### config.mk
export PLATFORM = sky130hd
export DESIGN_NAME = scan_frame_writer
export DESIGN_NICKNAME = d
export VERILOG_FILES = /design/src/rtl/scan_frame_writer_pkg.sv /design/src/rtl/scan_frame_writer_word_fifo.sv /design/src/rtl/scan_frame_writer.sv
export SDC_FILE = /design/constraint.sdc
export NUM_CORES = 1
export LEC_CHECK = 0
export ABC_AREA = 1
export CORE_MARGIN = 2
export CORE_UTILIZATION = 45
export CTS_BUF_LIST = sky130_fd_sc_hd__clkbuf_8
export DETAILED_ROUTE_END_ITERATION = 10
export MAX_ROUTING_LAYER = met4
export PLACE_DENSITY = 0.66
export REMOVE_ABC_BUFFERS = 1
export SLEW_MARGIN = 30
export SYNTH_ARGS = -nofsm -noshare
export SYNTH_HDL_FRONTEND = slang
export SYNTH_SLANG_ARGS = --single-unit
### constraint.sdc
create_clock -name clk -period 3.45 [get_ports clk]
set_clock_uncertainty 0.05 [all_clocks]
set_input_delay 0.5175 -clock clk [delete_from_list [all_inputs] [get_ports clk]]
set_output_delay 0.5175 -clock clk [all_outputs]
set_load 0.02 [all_outputs]
### src/rtl/scan_frame_writer_pkg.sv
// Shared widths and FSM encoding for the scan frame writer.
// Also holds the ZBT0 address helper used by the write stage.
package scan_frame_writer_pkg;

    localparam int PIXEL_W      = 9;
    localparam int PIX_PER_WORD = 4;
    localparam int ZBT_DATA_W   = 36;
    localparam int ZBT_ADDR_W   = 19;

    typedef enum logic [1:0] {
        ST_IDLE    = 2'd0,
        ST_CAPTURE = 2'd1,
        ST_FLUSH   = 2'd2,
        ST_DONE    = 2'd3
    } state_t;

    // Word address relative to the frame base; the add wraps modulo 2^19.
    function automatic logic [ZBT_ADDR_W-1:0] word_addr(
        input logic [ZBT_ADDR_W-1:0] base,
        input logic [ZBT_ADDR_W-1:0] idx
    );
        return base + idx;
    endfunction

endpackage

### src/rtl/scan_frame_writer_word_fifo.sv
// Show-ahead synchronous FIFO for packed ZBT0 words; head is valid whenever not empty.
// Push into a full FIFO is only taken when a pop happens in the same cycle.
module word_fifo
    import scan_frame_writer_pkg::*;
#(
    parameter int FIFO_DEPTH = 4
) (
    input  logic                  clk,
    input  logic                  reset,
    input  logic                  push,
    input  logic [ZBT_DATA_W-1:0] push_data,
    input  logic                  pop,
    output logic [ZBT_DATA_W-1:0] head,
    output logic                  full,
    output logic                  empty
);

    localparam int PTR_W = (FIFO_DEPTH > 1) ? $clog2(FIFO_DEPTH) : 1;
    localparam logic [PTR_W:0] DEPTH_CNT = (PTR_W + 1)'(FIFO_DEPTH);

    logic [ZBT_DATA_W-1:0] mem [FIFO_DEPTH];
    logic [PTR_W-1:0]      wr_ptr;
    logic [PTR_W-1:0]      rd_ptr;
    logic [PTR_W:0]        count;
    logic                  do_push;
    logic                  do_pop;

    assign full    = (count == DEPTH_CNT);
    assign empty   = (count == '0);
    assign do_pop  = pop & ~empty;
    assign do_push = push & (~full | do_pop);
    assign head    = mem[rd_ptr];

    always_ff @(posedge clk) begin
        if (do_push) begin
            mem[wr_ptr] <= push_data;
        end
    end

    // Depth is a power of two, so the pointers wrap on their own.
    always_ff @(posedge clk or posedge reset) begin
        if (reset) begin
            wr_ptr <= '0;
            rd_ptr <= '0;
            count  <= '0;
        end else begin
            if (do_push) begin
                wr_ptr <= wr_ptr + 1'b1;
            end
            if (do_pop) begin
                rd_ptr <= rd_ptr + 1'b1;
            end
            case ({do_push, do_pop})
                2'b10:   count <= count + 1'b1;
                2'b01:   count <= count - 1'b1;
                default: count <= count;
            endcase
        end
    end

endmodule

### src/rtl/scan_frame_writer.sv
// Packs a 9-bit pixel stream four pixels per 36-bit word and writes the words to
// sequential ZBT0 addresses during arbiter write slots, one frame per frame_start.
module scan_frame_writer
    import scan_frame_writer_pkg::*;
#(
    parameter int                    FRAME_WORDS = 76800,
    parameter logic [ZBT_ADDR_W-1:0] BASE_ADDR   = '0,
    parameter int                    FIFO_DEPTH  = 4
) (
    input  logic                  clk,
    input  logic                  reset,
    input  logic                  frame_start,
    input  logic                  pixel_valid,
    input  logic [PIXEL_W-1:0]    pixel_data,
    output logic                  pixel_ready,
    input  logic                  wr_slot,
    output logic [ZBT_ADDR_W-1:0] zbt0_write_addr,
    output logic [ZBT_DATA_W-1:0] zbt0_write_data,
    output logic                  zbt0_we,
    output logic                  frame_done,
    output logic                  frame_dropped
);

    localparam int                    TOTAL_PIX = PIX_PER_WORD * FRAME_WORDS;
    localparam int                    PIX_CNT_W = (TOTAL_PIX > 1) ? $clog2(TOTAL_PIX) : 1;
    localparam logic [PIX_CNT_W-1:0]  LAST_PIX  = PIX_CNT_W'(TOTAL_PIX - 1);
    localparam logic [ZBT_ADDR_W-1:0] LAST_WORD = ZBT_ADDR_W'(FRAME_WORDS - 1);

    state_t                      state;
    logic [1:0]                  pack_count;
    logic [PIX_CNT_W-1:0]        pix_count;
    logic [ZBT_ADDR_W-1:0]       word_count;
    logic [3*PIXEL_W-1:0]        pack_buf;

    logic                        accept;
    logic                        push_p0;
    logic                        pop_p0;
    logic [ZBT_DATA_W-1:0]       word_p0;
    logic [ZBT_DATA_W-1:0]       head;
    logic                        fifo_full;
    logic                        fifo_empty;

    logic                        vld_p1;
    logic [ZBT_DATA_W-1:0]       data_p1;
    logic [ZBT_ADDR_W-1:0]       addr_p1;

    // Stage p0: pixel acceptance, packing and FIFO push/pop decisions.
    assign pixel_ready = (state == ST_CAPTURE) & ~((pack_count == 2'd3) & fifo_full);
    assign accept      = pixel_valid & pixel_ready;
    assign push_p0     = accept & (pack_count == 2'd3);
    assign word_p0     = {pack_buf, pixel_data};
    assign pop_p0      = wr_slot & ~fifo_empty;

    // The first three pixels of a group shift in; the fourth completes the word directly.
    always_ff @(posedge clk) begin
        if (accept) begin
            pack_buf <= {pack_buf[2*PIXEL_W-1:0], pixel_data};
        end
    end

    word_fifo #(
        .FIFO_DEPTH (FIFO_DEPTH)
    ) u_word_fifo (
        .clk       (clk),
        .reset     (reset),
        .push      (push_p0),
        .push_data (word_p0),
        .pop       (pop_p0),
        .head      (head),
        .full      (fifo_full),
        .empty     (fifo_empty)
    );

    always_ff @(posedge clk or posedge reset) begin
        if (reset) begin
            state         <= ST_IDLE;
            pack_count    <= '0;
            pix_count     <= '0;
            frame_done    <= 1'b0;
            frame_dropped <= 1'b0;
        end else begin
            frame_done <= 1'b0;
            if (frame_start && (state != ST_IDLE)) begin
                frame_dropped <= 1'b1;
            end
            if (accept) begin
                pack_count <= pack_count + 2'd1;
            end
            case (state)
                ST_IDLE: begin
                    if (frame_start) begin
                        state     <= ST_CAPTURE;
                        pix_count <= '0;
                    end
                end
                ST_CAPTURE: begin
                    if (accept) begin
                        if (pix_count == LAST_PIX) begin
                            state     <= ST_FLUSH;
                            pix_count <= '0;
                        end else begin
                            pix_count <= pix_count + 1'b1;
                        end
                    end
                end
                // Empty here means the last pop already happened at the previous edge.
                ST_FLUSH: begin
                    if (fifo_empty) begin
                        state      <= ST_DONE;
                        frame_done <= 1'b1;
                    end
                end
                ST_DONE: begin
                    state <= ST_IDLE;
                end
                default: begin
                    state <= ST_IDLE;
                end
            endcase
        end
    end

    // Stage p1: registered ZBT0 write, address taken from the word count at issue.
    always_ff @(posedge clk or posedge reset) begin
        if (reset) begin
            vld_p1     <= 1'b0;
            data_p1    <= '0;
            addr_p1    <= BASE_ADDR;
            word_count <= '0;
        end else begin
            vld_p1 <= pop_p0;
            if (pop_p0) begin
                data_p1    <= head;
                addr_p1    <= word_addr(BASE_ADDR, word_count);
                word_count <= (word_count == LAST_WORD) ? '0 : word_count + 1'b1;
            end
        end
    end

    assign zbt0_we         = vld_p1;
    assign zbt0_write_data = data_p1;
    assign zbt0_write_addr = addr_p1;

endmodule

==> impl_metrics.py <==
metrics = {
    "power": {
        "finalPower_mw": 10.2,
        "power_density_mw_per_mm2": 766,
        "p_comb_frac": 0.308,
        "power.share.switching": 0.346,
        "p_sw_mw": 3.53,
        "leakage_nw": 5.20,
        "seqPwrFrac": 0.439,
        "ir_worst_vdd_uv": 305,
        "clkPwrFrac": 0.253,
        "p_int_mw": 6.66,
    },
    "drt": {
        "drt-vias-per-instance": 4.95,
        "top_layer_used": "met4",
        "wl_mm": 22.4,
        "wl_met2_mm": 10.4,
        "first_pass_iters": 5,
        "vias": 7377,
        "antenna_left": 0,
        "wl_met3_mm": 1.01,
        "post-route-drc-count": 0,
        "drt_iter0_markers": 596,
        "routedWlPerCell_um": 15.0,
        "drt-met1-wl_mm": 10.4,
    },
    "clock_tree": {
        "clk_pin_slew_ns": 0.06,
        "cts_hold_buf": 0,
        "clockBufferDepth": 3,
        "cts.sinks": 278,
        "clockRootBuffer": "clkbuf_8",
        "tritoncts": "built",
        "cts_buffers": 44,
        "cts_resized": 0,
        "insertion_delay_ns": 0.54,
        "postCtsSetupRepairBufs": 0,
        "htree_levels": 2,
    },
    "floorplan": {
        "die_x_um": 163,
        "die_h_um": 163,
        "num_rows": 58,
        "core_mm2": 0.0250,
        "initial_utilization": 0.455,
        "design.die.area_mm2": 0.0266,
        "num_io_pins": 73,
    },
    "timing": {
        "fin_tns_setup_ns": 0,
        "slew_headroom": 0.449,
        "worst_pin_slew_ns": 0.826,
        "hold_viol": 0,
        "min_period_ns": 2.70,
        "setup_slack_ns": 0.753,
        "slew_viol_final": 0,
        "rsz0062_at_grt": "false",
        "fin_crit_sh": 0.782,
        "max_freq_ghz": 0.371,
        "setup_viol": 0,
    },
    "logic_synthesis": {
        "synth_top_area_cell": "edfxtp_1",
        "avgSynthCellArea_um2": 11.1,
        "synth_ff_type": "edfxtp_1",
        "syn-cell-area_mm2": 0.0114,
        "synth.distinct_cells": 34,
        "synth.top_cell.area_share": 0.452,
        "synth_seq_cells": 278,
        "synth_seq_area_share": 0.687,
        "synth_edf_count": 171,
        "synthTopCellsByArea": "edfxtp_1, dfrtp_1, nor2_1",
        "yosys_warnings": 0,
        "synth_cells": 1024,
        "async_flop_share": 0.385,
    },
    "placement": {
        "dpl.hpwl_mm": 13.4,
        "gp_congestion": 0.893,
        "numPortBuffers": 72,
        "placed_area_mm2": 0.0125,
        "dp_slack_ns": 0.753,
    },
    "setup_path": {
        "path_cells": "inv_1 -> ha_1 -> buf_4 -> nand2_1 -> inv_1 -> clkdlybuf4s50_1",
        "crit_arrival_ns": 2.13,
        "crit_fanout": 13,
        "r2r_slack_ns": 0.98,
        "slowest_delay_ns": 0.60,
        "worstSetupEndpointType": "output pin",
        "critPathSlowestCell": "clkdlybuf4s50_1",
        "cp_common_cell": "inv_1",
        "critPathLaunchType": "flop",
        "criticalPathCategory": "flop to output pin",
        "required_ns": 2.88,
    },
    "outcome": {
        "run_status": "finished, final reports clean",
    },
    "hold_path": {
        "hold_path.class": "input pin to asynchronous set/reset pin",
    },
    "grt": {
        "grt_pass1_wl_mm": 36.9,
        "grt_max_degree": 74,
        "grt-ovfl-total": 0,
        "grt_pass1_vias": 7222,
        "grt_usage": 0.180,
        "antenna_found_initial": 0,
    },
    "layout": {
        "fin_util": 0.533,
        "antenna_cells": 0,
        "area_growth_pct": 17.1,
        "finalInstanceArea_mm2": 0.0133,
        "nets": 1150,
        "drive_gt1_frac": 0.0932,
    },
    "job": {
        "drv_cap": 0,
    },
}
cell type report:
type,count,area [µm²]
clock buffers,48,661
clock inverters,33,168
fillers,2189,11700
inverters,69,263
multi-input cells,638,3100
flip-flops and latches,278,7810
well taps,330,413
repair buffers,93,891
synth_stat cells, types with 6 or more instances:
| cell | instances |
|---|---|
| o21ai_1 | 9 |
| buf_6 | 7 |
| edfxtp_1 | 171 |
| a31oi_1 | 36 |
| ha_1 | 11 |
| inv_1 | 66 |
| nand4_1 | 11 |
| buf_2 | 17 |
| o21ai_0 | 92 |
| nor2_1 | 229 |
| xnor2_1 | 8 |
| xor2_1 | 15 |
| nand2_1 | 147 |
| a21oi_1 | 6 |
| dfrtp_1 | 107 |
| nor3_1 | 8 |
| nand3_1 | 39 |
| clkbuf_1 | 13 |
stage by stage:
stage,hold WS (ns),instances
floorplan,0.403,985
global placement,0.390,1408
detailed placement,0.399,1408
CTS,0.405,1489
global route,0.452,1489
finish,0.409,1489
power by group through the flow:
stage          logic, mW  clock network, mW  registers, mW
2_1_floorplan       1.46                  0           4.92
3_3_place_gp        3.12                  0           4.53
3_5_place_dp        3.18                  0           4.54
4_1_cts             3.18               2.67           4.48
5_1_grt             3.52               2.82           4.54
6_report            3.14               2.58           4.47
registers in the layout, summed over array words and instances (netlist names):
signal and cells:
u_word_fifo.mem 144, frame_dropped 1, u_word_fifo.count 3, u_word_fifo.wr_ptr 2, word_count 19, zbt0_we 1
pack_buf 27, zbt0_write_addr 19, pix_count 19, state 2, zbt0_write_data 36, u_word_fifo.rd_ptr 2
frame_done 1, pack_count 2
cell usage in the layout (no fill, tap or decap), types with 20 or more instances in the layout:
| master | instances |
|---|---|
| o21ai_0 | 92 |
| clkdlybuf4s50_1 | 72 |
| clkbuf_8 | 48 |
| nand2_1 | 147 |
| nand3_1 | 39 |
| edfxtp_1 | 171 |
| dfrtp_1 | 106 |
| inv_1 | 76 |
| buf_4 | 20 |
| a31oi_1 | 36 |
| nor2_1 | 225 |
critical path, delay by kind of cell, from the launching register on:
family / cells / cell delay (ns)
buf+inv: 4 / 0.97
simple gates: 1 / 0.11
flops: 1 / 0.39
fa+ha+maj: 1 / 0.14
routing by layer:
metal  track usage  vias up
met5             -        -
met2         0.284      139
met3        0.0372       41
met1         0.239     3530
met4        0.0527        0
li1              -     3667
path summary, 6_finish.rpt:
kind	startpoint	end	depth (start not counted)
setup / recovery	state[1]	pixel_ready	6
hold / removal	reset	word_count[18]	2
setup reg to reg	state[1]	u_word_fifo.count[2]	12
hold reg to reg	frame_dropped	frame_dropped	1
max in group asynchronous	reset	u_word_fifo.rd_ptr[0]	3
min in group clk	frame_dropped	frame_dropped	1
logic make-up after synthesis:
logic type	Yosys count	synth area share
simple gates	457	0.170
flops	278	0.687
compound gates	146	0.0689
buf+inv	108	0.0428
xor+xnor	23	0.0177
fa+ha+maj	12	0.0139
No activity file was read; power rests on OpenSTA's default activity.
==> RTL change, RTL diff (config.mk and constraints unchanged) <==
Encoding of `state_t`: now Gray code (2 bits for 4 states).
--- a/src/rtl/scan_frame_writer_pkg.sv
+++ b/src/rtl/scan_frame_writer_pkg.sv
@@ -9,8 +9,8 @@
 
     typedef enum logic [1:0] {
-        ST_IDLE    = 2'd0,
-        ST_CAPTURE = 2'd1,
-        ST_FLUSH   = 2'd2,
-        ST_DONE    = 2'd3
+        ST_IDLE    = 2'b00,
+        ST_CAPTURE = 2'b01,
+        ST_FLUSH   = 2'b11,
+        ST_DONE    = 2'b10
     } state_t;
 
Behaviour: same outputs for any inputs over 4 cycles, from zero or initial values and one cycle with reset high; so few cycles prove little.
==> RTL change against the original RTL <==
  * Sequential share of layout area increased by 0.46 points
  * Cell area decreased by 0.77%
  * Cell count decreased by 2.8%
  * Via count decreased by 1.8%
  * Worst hold slack got worse by 0.0032 ns
  * Critical path depth shrank 2
  * Worst setup slack worse by 0.0065 ns
  * Die area decreased by 1.1%
  * Clock power is 7% higher
  * Wire length fell by 0.88%
  * Synthesized area down 1.1%
  * Total power up 2.8%
  * Sequential cell count is the same
==> RTL change: results <==
[route]
route.top_layer_used = met4
num_vias = 7246
wl_met1_um = 9990
wl_met2_um = 10500
vias_per_cell = 5.01
wl_per_cell_um = 15.3
met3_length_um = 1130
dr.pass1.iters = 4
drtIter0Drc = 518

[cells_and_area]
final_layout_size_suffix_gt1_share_pct = 10.2
largest_reg_flops = 144
regMostFlops = u_word_fifo.mem
nFillCells = 2094
nets = 1112
n_antenna_cell = 0

[grt]
gr-usage-met2_pct = 27.6
antenna_found_initial = 0
grt_max_degree = 74
grtUsageTotal_pct = 17.6
grt_pass1_wl_um = 35800
met3_usage_pct = 3.12
grt_pass1_vias = 7052
met1_usage_pct = 23.5

[cts]
clock_path_buffers = 3
post_cts_buffers = 0
cts_resized = 0
htreeDepth = 2
clk_latency_ns = 0.55
clockRootBuffer = clkbuf_8
cts_buffers = 45
clk_pin_slew_worst_paths_ns = 0.06

[pwr]
vdd.ir_drop.worst_v = 0.000338
leakagePower_nw = 5.09

[setup_path]
path_max_fanout = 18
cpPeakStageDelay_ns = 0.60
cp_slowest_cell = clkdlybuf4s50_1
path_delay_family = buffers and inverters
cp.arrival_ns = 2.14

[logic_synthesis]
synthXorXnorAreaFrac_pct = 1.56
synth.distinct_cells = 35
synth_edf_count = 171
yosysWarnings = 0
synthArstFlopShare_pct = 38.5
ys_seq_area_share_pct = 69.5
synth_cells = 996
yosys-mux-area-fraction_pct = 0
synth-compound-area-share_pct = 7.23
ys_top_cells_by_count = nor2_1, edfxtp_1, nand2_1
synth_fa_ha_area_share_pct = 1.07
synth_area_leaders = edfxtp_1, dfrtp_1, nor2_1

[placed_design]
post-place-ws_ns = 0.740
placed_area_mm2 = 0.0123
hpwl_um = 12600
dpl.cell_count = 1366
gp_congestion = 0.849
portBuffers = 72

[sta]
slew_headroom_pct = 44.2

[outcome]
status = finished clean

[hold_path]
hp-class = reg -> reg
## RTL change: area by class of cell
cell class                      count  area, µm²  share of cell area (%)
Timing Repair Buffer               86        851                    6.44
Tap cell                          324        405                    3.07
Multi-Input combinational cell    621       3040                    23.0
Inverter                           57        220                    1.67
Sequential cell                   278       7810                    59.2
Clock buffer                       47        647                    4.90
Clock inverter                     34        229                    1.73
## RTL change: report_power, final
part	switching, mW	internal, mW
Combinational	1.99	1.16
Clock	1.25	1.50
Sequential	0.391	4.20
## RTL change: final timing paths
check | end | from | cells past startpoint | slack [ns]
max | pixel_ready | state[1] | 4 | 0.75
min | frame_dropped | frame_dropped | 1 | 0.41
max reg2reg | u_word_fifo.count[2] | pack_count[0] | 11 | 1.00
min reg2reg | frame_dropped | frame_dropped | 1 | 0.41
max in group asynchronous | zbt0_write_data[27] | reset | 3 | 2.19
min in group asynchronous | frame_done | reset | 2 | 0.42
